<file path="src/rtl/counter_pkg.sv">
// Shared types and defaults for the run/pause/stop counter controller.
package counter_pkg;

    localparam int DEF_WIDTH = 4;
    localparam int DIV_1HZ   = 50_000_000;

    typedef enum logic [1:0] {
        ST_IDLE  = 2'b00,
        ST_RUN   = 2'b01,
        ST_PAUSE = 2'b10,
        ST_DONE  = 2'b11
    } state_e;

endpackage

</file>
<file path="src/rtl/tick_gen.sv">
// Prescaler producing a one-cycle count-enable tick every DIV enabled clocks.
// Holds its value while disabled so a paused fraction is preserved.
module tick_gen #(
    parameter int DIV = 4
) (
    input  logic clk_i,
    input  logic reset_i,
    input  logic en_i,
    input  logic clr_i,
    output logic tick_o
);

    localparam int PW = (DIV > 1) ? $clog2(DIV) : 1;
    localparam logic [PW-1:0] LAST = PW'(DIV - 1);

    logic [PW-1:0] presc_q, presc_d;

    always_comb begin
        presc_d = presc_q;
        if (clr_i) begin
            presc_d = '0;
        end else if (en_i) begin
            presc_d = (presc_q == LAST) ? '0 : presc_q + 1'b1;
        end
    end

    always_ff @(posedge clk_i) begin
        if (reset_i) begin
            presc_q <= '0;
        end else begin
            presc_q <= presc_d;
        end
    end

    assign tick_o = en_i && (presc_q == LAST);

endmodule

</file>
<file path="src/rtl/counter_ctrl.sv">
// Run/pause/stop sequencer for an up counter with load, terminal count and
// optional auto-reload; all outputs registered.
module counter_ctrl
    import counter_pkg::*;
#(
    parameter int WIDTH = DEF_WIDTH,
    parameter int DIV   = DIV_1HZ
) (
    input  logic             clk_i,
    input  logic             reset_i,
    input  logic             start_i,
    input  logic             pause_i,
    input  logic             clear_i,
    input  logic             load_en_i,
    input  logic [WIDTH-1:0] load_val_i,
    input  logic [WIDTH-1:0] term_val_i,
    input  logic             auto_reload_i,
    output logic [WIDTH-1:0] count_o,
    output logic [1:0]       state_o,
    output logic             running_o,
    output logic             done_o,
    output logic             tc_pulse_o
);

    state_e           state_q, state_d;
    logic [WIDTH-1:0] count_q, count_d;
    logic [WIDTH-1:0] reload_q, reload_d;
    logic             tc_q, tc_d;
    logic             running_q, done_q;
    logic             presc_clr;
    logic             tick;

    tick_gen #(.DIV(DIV)) u_tick_gen (
        .clk_i   (clk_i),
        .reset_i (reset_i),
        .en_i    (state_q == ST_RUN),
        .clr_i   (presc_clr),
        .tick_o  (tick)
    );

    always_comb begin
        state_d   = state_q;
        count_d   = count_q;
        reload_d  = reload_q;
        tc_d      = 1'b0;
        presc_clr = 1'b0;
        if (clear_i) begin
            state_d   = ST_IDLE;
            count_d   = '0;
            presc_clr = 1'b1;
        end else begin
            unique case (state_q)
                ST_IDLE, ST_DONE: begin
                    if (load_en_i) begin
                        count_d  = load_val_i;
                        reload_d = load_val_i;
                    end else if (start_i) begin
                        state_d   = ST_RUN;
                        presc_clr = 1'b1;
                        if (state_q == ST_DONE) count_d = reload_q;
                    end
                end
                ST_RUN: begin
                    // pause swallows a coincident tick; the prescaler still wraps
                    if (pause_i) begin
                        state_d = ST_PAUSE;
                    end else if (tick) begin
                        if (count_q == term_val_i) begin
                            tc_d = 1'b1;
                            if (auto_reload_i) count_d = reload_q;
                            else               state_d = ST_DONE;
                        end else begin
                            count_d = count_q + 1'b1;
                        end
                    end
                end
                ST_PAUSE: begin
                    if (start_i) state_d = ST_RUN;
                end
                default: state_d = ST_IDLE;
            endcase
        end
    end

    always_ff @(posedge clk_i) begin
        if (reset_i) begin
            state_q   <= ST_IDLE;
            count_q   <= '0;
            reload_q  <= '0;
            tc_q      <= 1'b0;
            running_q <= 1'b0;
            done_q    <= 1'b0;
        end else begin
            state_q   <= state_d;
            count_q   <= count_d;
            reload_q  <= reload_d;
            tc_q      <= tc_d;
            running_q <= (state_d == ST_RUN);
            done_q    <= (state_d == ST_DONE);
        end
    end

    assign count_o    = count_q;
    assign state_o    = state_q;
    assign running_o  = running_q;
    assign done_o     = done_q;
    assign tc_pulse_o = tc_q;

endmodule

</file>
<file path="config.mk">
export PLATFORM = sky130hd
export DESIGN_NAME = counter_ctrl
export DESIGN_NICKNAME = d
export VERILOG_FILES = /design/src/rtl/counter_pkg.sv /design/src/rtl/tick_gen.sv /design/src/rtl/counter_ctrl.sv
export SDC_FILE = /design/constraint.sdc
export NUM_CORES = 1
export LEC_CHECK = 0
export CAP_MARGIN = 20
export CORE_AREA = 2 2 98 71
export CTS_CLUSTER_SIZE = 28
export DETAILED_ROUTE_END_ITERATION = 8
export DIE_AREA = 0 0 100 73
export SLEW_MARGIN = 5
export SYNTH_ARGS = -nofsm -noshare
export SYNTH_HDL_FRONTEND = slang
export SYNTH_HIERARCHICAL = 1
export SYNTH_SLANG_ARGS = --single-unit
</file>
<file path="constraint.sdc">
create_clock -name clk_i -period 2 [get_ports clk_i]
set_input_delay 0.4 -clock clk_i [delete_from_list [all_inputs] [get_ports clk_i]]
set_output_delay 0.4 -clock clk_i [all_outputs]
set_load 0.05 [all_outputs]
</file>
Word-level counts from Yosys, hierarchy flattened
Cells that the tools add are included.
{ "word_totals": {"ff_bits": 39, "in_bits": 15, "elab_cells": 55} }
{ "classes": {"addsub": 2, "n_eq_ne": 12, "muxes": 22, "bitwise": 3, "n_reduce_logical": 9} }
{ "ops": {"columns": ["operator", "n"], "rows": [
  ["4-bit two-way mux", 7],
  ["26-bit by 1-bit adder with 26-bit output, second input constant", 1],
  ["26-bit == test, second input constant", 1],
  ["26-bit two-way mux", 1],
  ["2-bit two-way mux", 7],
  ["3-bit != test, second input constant", 3],
  ["4-bit one-hot mux with 2 select lines", 1],
  ["2-bit == test, second input constant", 3],
  ["2-bit one-hot mux with 3 select lines", 1],
  ["6-bit AND reduction", 1],
  ["2-bit OR reduction", 3],
  ["1-bit two-way mux", 5],
  ["5-bit OR reduction", 1],
  ["4-bit by 1-bit adder with 4-bit output, second input constant", 1],
  ["2-bit by 1-bit == test with 1-bit output, second input constant", 2],
  ["4-bit == test", 1],
  ["2-bit != test, second input constant", 2],
  ["1-bit NOT", 3],
  ["3-bit AND reduction", 1],
  ["2-bit logical NOT", 1],
  ["2-bit nonzero test", 1],
  ["1-bit logical AND", 1]
]} }

Longest topological paths before layout
Gate-level depths: netlist of the first run.
{ "depth": {"ltp_word": 7, "ltp_mapped": 12, "depth_no_buf": 10} }

By module
Netlist of the first run, hierarchy kept.
{ "by_module_without_submodules": {"columns": ["mod", "n_inst", "cells_each", "area_per_inst_um2", "seq_area_each_um2"], "rows": [
  ["tick_gen", 1, 161, 1338.8, 520.5],
  ["counter_ctrl", 1, 96, 828.3, 260.2]
]} }

Worst setup path before layout of the first run
OpenSTA, ideal clock, no wires.
{ "synth_path": {"path_kind": "register -> register", "startpoint": "register state_q[0], in the netlist state_o[0]", "endpoint": "register count_q[1], in the netlist count_o[1]", "arrival_ns": 2.512, "t_required_ns": 1.930, "slack_ns": -0.581, "path_stages_with_launch": 12, "path_buffers": 2, "period_less_slack_ns": 2.581, "path_cell_list": "dfxtp_1 > ha_1 > buf_4 > and4_2 > clkbuf_1 > nand4_1 > nor3_1 > nand3b_1 > a22oi_1 > o21ai_1 > a211o_1 > a21oi_1"} }
{ "synth_between": {"elab_chain_cells": 4, "word_cells_on_any_way": 13, "classes_between": "eq/ne (7); mux (1); reduce/logical (5)"} }
{ "synth_lines": {"columns": ["element", "line", "source"], "rows": [
  ["from (decl)", "counter_ctrl.sv:25", "state_e state_q, state_d;"],
  ["from (signal assigned)", "counter_ctrl.sv:94", "state_q <= state_d;"],
  ["2-bit by 1-bit == test with 1-bit output", "counter_ctrl.sv:36", ".en_i (state_q == ST_RUN),"],
  ["1-bit logical AND", "tick_gen.sv:35", "assign tick_o = en_i && (presc_q == LAST);"],
  ["net tick", "counter_ctrl.sv:31", "logic tick;"],
  ["2-bit != test (no line)", null, null],
  ["6-bit AND reduction (no line)", null, null],
  ["to (signal assigned)", "counter_ctrl.sv:95", "count_q <= count_d;"],
  ["to (decl)", "counter_ctrl.sv:26", "logic [WIDTH-1:0] count_q, count_d;"]
]} }
The timed path passes the listed nets, and every way through them passes these cells.
A chain may end at the register's enable or synchronous reset.

Worst setup path after layout of the first run
{ "layout_path": {"startpoint": "register u_tick_gen.presc_q[16]", "endpoint": "register u_tick_gen.presc_q[23]"} }
{ "layout_between": {"elab_chain_cells": 2, "word_cells_on_any_way": 3, "classes_between": "add/sub (1); eq/ne (1); mux (1)"} }
{ "layout_lines": {"columns": ["element", "line", "source"], "rows": [
  ["from (decl)", "tick_gen.sv:16", "logic [PW-1:0] presc_q, presc_d;"],
  ["from (signal assigned)", "tick_gen.sv:31", "presc_q <= presc_d;"],
  ["26-bit by 1-bit adder with 26-bit output / 26-bit == test (equally long branches)", "tick_gen.sv:23", "presc_d = (presc_q == LAST) ? '0 : presc_q + 1'b1;"],
  ["26-bit two-way mux (*)", "tick_gen.sv:23", null]
]} }
Every way passes the cells marked *; elsewhere a longest branch is shown, timed or not.

==> flow_metrics.py, run 1 <==
metrics = {
    "synthesis": {
        "yosysUniqueCellTypes": 46,
        "synth_flop_cell": "dfxtp_1",
        "synth_nets": 278,
        "synthArstFlopShare_pct": 0,
        "synth_seq_cells": 39,
        "synthTopCellsByArea": "dfxtp_1, nor2_1, a21oi_1",
        "ys_seq_area_share_pct": 36.0,
        "synth_area_sq_mm": 0.00217,
        "yosys_warnings": 6,
        "yosys.area.top_type": "dfxtp_1",
        "netlist_instances": 257,
        "syn_avg_cell_area_sq_um": 8.43,
        "yosysTopAreaCellShare_pct": 36.0,
        "synth-edff-count": 0,
    },
    "routing": {
        "viasPerCell": 5.21,
        "first_pass_iters": 4,
        "num_vias": 2015,
        "wl_microns": 5410,
        "drc_errors": 0,
        "wl_per_cell_microns": 14.0,
        "ant_nets": 0,
        "drtIter0Drc": 154,
    },
    "global_routing": {
        "grt_first_pass_wirelength_microns": 8740,
        "grt_usage_pct": 15.3,
        "grt.overflow.total": 0,
        "grt_pass1_vias": 1782,
        "antenna_found_initial": 0,
        "grt_max_degree": 26,
    },
    "pwr": {
        "switchingPower_w": 0.000371,
        "power_density_mw_per_mm2": 520,
        "p_int_w": 0.00112,
        "clockPowerShare_pct": 33.1,
        "power_w": 0.00149,
        "comb_power_share_pct": 13.4,
        "switching_share_pct": 24.9,
        "power.static_leakage_nw": 1.04,
        "peakVddDrop_v": 0.000364,
        "p_seq_share_pct": 53.5,
    },
    "finish": {
        "nFillCells": 629,
        "layout-drive-gt1-share_pct": 22.5,
        "diodes": 0,
        "nets": 327,
        "utilization_pct": 44.0,
        "syn_to_final_growth_pct": 32.0,
        "final_cell_mix": "dfxtp_1, buf_4, nor2_1, nand2_1, a21oi_1",
        "mostFrequentLayoutCell": "dfxtp_1",
    },
    "timing": {
        "setup_tns_ns": 0,
        "drv_slew": 0,
        "min_period_ns": 1.95,
        "fmax_mhz": 512,
        "worst_slew_pin_slew_ns": 0.500,
        "max-slew-margin-rel_pct": 66.6,
        "final.period_utilization_pct": 97.6,
        "finalSetupViolCount": 0,
        "rsz0062_at_grt": "yes",
        "hold_slack_ns": 0.492,
        "hold_violations": 0,
        "skew_ns": 0.0119,
    },
    "worst_setup_path": {
        "cp_max_fo": 5,
        "cp-start-kind": "register",
        "path_class": "register to register",
        "arrival_ns": 2.16,
        "end_kind": "register",
        "worstPathRequired_ns": 2.21,
    },
    "floorplan": {
        "io_pins": 24,
        "die_y_microns": 73,
        "start_util_pct": 33.3,
        "fp.dieW_microns": 100,
        "dieArea_sq_mm": 0.00730,
        "rows": 25,
        "core_area_sq_mm": 0.00651,
    },
    "place": {
        "port_buffers": 23,
        "place.gp.congestion": 0.850,
        "dp_hpwl_microns": 4110,
    },
    "clocking": {
        "clock-sinks": 39,
        "clockBufferDepth": 2,
        "root_buffer": "clkbuf_8",
        "cts_hold_repair.buffers": 0,
        "htreeDepth": 2,
        "numCtsBuffers": 5,
        "clk_latency_ns": 0.29,
        "clk_pin_slew_ns": 0.07,
        "cts_tree": "yes",
    },
    "worst_hold_path": {
        "hold_path_class": "register to register",
    },
    "run": {
        "maxCapViolCount": 0,
    },
    "status": {
        "status": "complete, no violations",
    },
}
sequential cells by signal, summed over array words and instances (netlist names):
signal              flops
u_tick_gen/presc_q     26
count_o                 4
reload_q                4
state_o                 2
done_o                  1
running_o               1
tc_pulse_o              1
per-layer routing:
| metal | vias up | share of wire, % | track usage (%) |
|---|---|---|---|
| met1 | 933 | 55 | 25.0 |
| met4 | 0 | 0.50 | 3.20 |
| li1 | 1037 | - | - |
| met5 | - | 0 | 0 |
| met2 | 43 | 38 | 19.7 |
| met3 | 2 | 6.2 | 3.64 |
cell type report:
class	count	area, sq um	area share [%]
Timing Repair Buffer	54	470	16.4
Inverter	4	17.5	0.612
Multi-Input combinational cell	202	1400	48.9
Clock buffer	7	76.3	2.67
Tap cell	81	101	3.54
Sequential cell	39	796	27.8
synthesized netlist by cell type (3+ instances only):
cell,count
clkbuf_1,4
nand4_1,13
buf_2,6
nor2b_1,4
inv_1,4
or4_1,9
o21ai_0,10
or3_1,6
nor3_1,4
nor4_1,4
nand3_1,7
a21oi_1,20
nand2b_1,4
and4_1,3
nand2_1,21
xor2_1,10
and2_1,3
xnor2_1,9
dfxtp_1,39
ha_1,6
mux2i_1,9
o31ai_1,6
nor2_1,27
critical path, stage by stage (launching register included):
cell	delay, ns
dfxtp_1	0.38
buf_4	0.15
nand3_1	0.13
or4_1	0.58
or4_1	0.49
a21oi_1	0.16
logic make-up after synthesis:
kind of cell               synth area share, %
and+or+nand+nor                           30.3
DFF                                       36.0
xor gates and xnor gates                  7.68
buffers and inverters                     3.35
AOI/OAI and AO/OA                         14.0
muxes                                     5.20
adders and majority gates                 3.46
stage by stage:
stage                     setup slack, ns  cells  cell area [sq um]
final                              0.0477    387               2860
after CTS                         0.00153    386               2780
after global routing              -0.0269    387               2860
after floorplan                   -0.0976    257               2220
after global placement             0.0115    379               2700
after detailed placement          -0.0276    379               2700
power groups by stage:
stage / sequential (W) / combinational (W) / clock, W
2_1_floorplan: 0.000835 / 0.0000919 / 0
3_3_place_gp: 0.000816 / 0.000188 / 0
3_5_place_dp: 0.000816 / 0.000189 / 0
4_1_cts: 0.000798 / 0.000189 / 0.000515
5_1_grt: 0.000798 / 0.000216 / 0.000547
6_report: 0.000796 / 0.000199 / 0.000492
repair_timing:
| action | in CTS | in global routing |
|---|---|---|
| endpoints found under the hold margin | 0 | 0 |
| resized for setup | 1 | 19 |
| endpoints found under the setup margin | 2 | 12 |
| cloned | 0 | 0 |
| buffers inserted | 0 | 1 |
| pin swaps | 0 | 5 |
path summary, 6_finish.rpt:
path	slack [ns]	cells after the start	startpoint	end
worst max-delay path	0.05	5	u_tick_gen/presc_q[16]$_SDFFE_PP0P_	u_tick_gen/presc_q[23]$_SDFFE_PP0P_
worst min-delay path	0.49	2	u_tick_gen/presc_q[22]$_SDFFE_PP0P_	u_tick_gen/presc_q[22]$_SDFFE_PP0P_
worst max register to register	0.05	5	u_tick_gen/presc_q[16]$_SDFFE_PP0P_	u_tick_gen/presc_q[23]$_SDFFE_PP0P_
worst min register to register	0.49	2	u_tick_gen/presc_q[22]$_SDFFE_PP0P_	u_tick_gen/presc_q[22]$_SDFFE_PP0P_
No activity file was read; power rests on OpenSTA's default activity.
==> inputs of run 2 (changes only) <==
- PLACE_DENSITY: unset -> 0.52
==> flow_metrics.py, run 2 (same netlist as run 1, synthesis figures left out) <==
metrics = {
    "finish": {
        "largest_register_ffs": 26,
        "instances_no_fill": 393,
        "utilization_pct": 44.9,
        "layout-drive-gt1-share_pct": 26.6,
        "syn_to_final_growth_pct": 34.7,
        "regMostFlops": "u_tick_gen/presc_q",
        "diodes": 0,
        "final_cell_mix": "buf_4, dfxtp_1, nor2_1, nand2_1, a21oi_1",
        "mostFrequentLayoutCell": "buf_4",
        "nets": 332,
    },
    "floorplan": {
        "core_area_sq_mm": 0.00651,
        "rows": 25,
        "dieArea_sq_mm": 0.00730,
        "io_pins": 24,
        "die_y_microns": 73,
        "start_util_pct": 33.3,
        "fp.dieW_microns": 100,
    },
    "clocking": {
        "cts_hold_repair.buffers": 0,
        "htreeDepth": 2,
        "clock-sinks": 39,
        "clockBufferDepth": 2,
        "clk_pin_slew_ns": 0.08,
        "cts_tree": "yes",
        "numCtsBuffers": 5,
        "clk_latency_ns": 0.29,
        "root_buffer": "clkbuf_8",
    },
    "global_routing": {
        "antenna_found_initial": 0,
        "grt_first_pass_wirelength_microns": 9470,
        "grt_usage_pct": 16.4,
        "grt_max_degree": 15,
        "grt.overflow.total": 0,
        "grt_pass1_vias": 1864,
    },
    "timing": {
        "drv_slew": 0,
        "skew_ns": 0.00447,
        "setup_ws_ns": 0.0168,
        "finalSetupViolCount": 0,
        "worst_slew_pin_slew_ns": 0.504,
        "hold_slack_ns": 0.495,
        "final.period_utilization_pct": 99.2,
        "hold_violations": 0,
        "min_period_ns": 1.98,
        "fmax_mhz": 504,
        "max-slew-margin-rel_pct": 66.3,
        "rsz0062_at_grt": "yes",
    },
    "pwr": {
        "power_w": 0.00160,
        "p_seq_share_pct": 49.9,
        "p_int_w": 0.00119,
        "power.static_leakage_nw": 1.06,
        "switchingPower_w": 0.000405,
        "switching_share_pct": 25.4,
        "comb_power_share_pct": 12.4,
        "clockPowerShare_pct": 37.6,
        "power_density_mw_per_mm2": 547,
        "peakVddDrop_v": 0.000300,
    },
    "place": {
        "dp_hpwl_microns": 4290,
        "dp_slack_ns": -0.196,
        "port_buffers": 23,
        "place_inst": 379,
        "place.gp.congestion": 0.879,
    },
    "worst_setup_path": {
        "critPathSlowestCell": "dfxtp_2",
        "crit_chain": "ha_2 -> and3_4 -> nand4_1 -> nor3_2 -> nand3b_1 -> a22oi_2 -> o21ai_2 -> a211o_1 -> a21oi_1",
        "cp-start-kind": "register",
        "arrival_ns": 2.21,
        "path_class": "register to register",
        "end_kind": "register",
        "critical_path.max_stage_delay_ns": 0.34,
        "cp_num_buf_inv": 0,
        "worstPathRequired_ns": 2.23,
        "cp_top_family": "simple AND/OR/NAND/NOR gates",
        "cp_max_fo": 3,
    },
    "routing": {
        "wl_met3_microns": 290,
        "first_pass_iters": 4,
        "drtIter0Drc": 109,
        "ant_nets": 0,
        "viasPerCell": 5.18,
        "route.layer.met1.wl_microns": 3280,
        "wl_microns": 5790,
        "drc_errors": 0,
        "num_vias": 2035,
        "wl_per_cell_microns": 14.7,
        "wl_met2_microns": 2200,
        "topRoutingLayerUsed": "met4",
    },
    "worst_hold_path": {
        "hold_path_class": "register to register",
    },
    "status": {
        "status": "complete, no violations",
    },
    "run": {
        "maxCapViolCount": 0,
    },
}
==> run 2: cell types whose count changed in the layout (fill, tap and decap cells not counted), sizes merged <==
| cell | change |
|---|---|
| dlymetal6s2s | -1 |
| buf | +5 |
| or4 | +1 |
| inv | +1 |
==> run 2: final cells by class <==
type                    instances  area [sq um]
fillers                       662          3590
multi-input cells             203          1420
flip-flops and latches         39           796
repair buffers                 58           487
well taps                      81           101
clock buffers                   7          96.3
inverters                       4          17.5
clock inverters                 1          6.26
==> run 2: worst reg2reg max path: cells and delay by family (launching register included) <==
| kind | cells | cell delay [ns] |
|---|---|---|
| and+or+nand+nor | 4 | 0.76 |
| adders and majority gates | 1 | 0.19 |
| DFF | 1 | 0.34 |
| AOI/OAI and AO/OA | 4 | 0.63 |
==> run 2: power by group through the flow <==
| stage | clock network (W) | logic [W] | registers (W) |
|---|---|---|---|
| floorplan | 0 | 0.0000919 | 0.000835 |
| CTS | 0.000625 | 0.000194 | 0.000797 |
| global placement | 0 | 0.000192 | 0.000816 |
| global route | 0.000654 | 0.000214 | 0.000800 |
| finish | 0.000601 | 0.000198 | 0.000798 |
| detailed placement | 0 | 0.000191 | 0.000816 |
==> run 2: metal layers <==
metal | up-vias | track usage [%]
li1 | 1049 | -
met1 | 935 | 26.5
met2 | 49 | 21.4
met3 | 2 | 3.45
met4 | 0 | 3.96
met5 | - | 0
==> run 2: worst paths after layout <==
check / from / endpoint / slack [ns] / cells past startpoint
hold reg to reg: u_tick_gen/presc_q[22]$_SDFFE_PP0P_ / u_tick_gen/presc_q[22]$_SDFFE_PP0P_ / 0.50 / 2
setup reg to reg: u_tick_gen/presc_q[0]$_SDFFE_PP0P_ / count_o[1]$_SDFFE_PP0P_ / 0.02 / 9
hold / removal: u_tick_gen/presc_q[22]$_SDFFE_PP0P_ / u_tick_gen/presc_q[22]$_SDFFE_PP0P_ / 0.50 / 2
setup / recovery: u_tick_gen/presc_q[0]$_SDFFE_PP0P_ / count_o[1]$_SDFFE_PP0P_ / 0.02 / 9
==> run 2: metrics by stage <==
step | TNS, ns | cell area (sq um)
6_report | 0 | 2920
5_1_grt | -0.250 | 2920
4_1_cts | 0 | 2830
3_5_place_dp | -0.616 | 2690
3_3_place_gp | -0.592 | 2690
2_1_floorplan | -0.243 | 2220
==> run 2: what timing repair did <==
action,in CTS,in global routing
setup endpoints to repair,5,18
cloned,0,1
resized for setup,7,17
hold endpoints to repair,0,0
buffers inserted,1,4
pin swaps,2,1
==> inputs of run 3 (changes only) <==
- GPL_ROUTABILITY_DRIVEN: unset -> 0
==> results of run 3 <==
Final layout, timing and power as in run 2 (identical DEF).
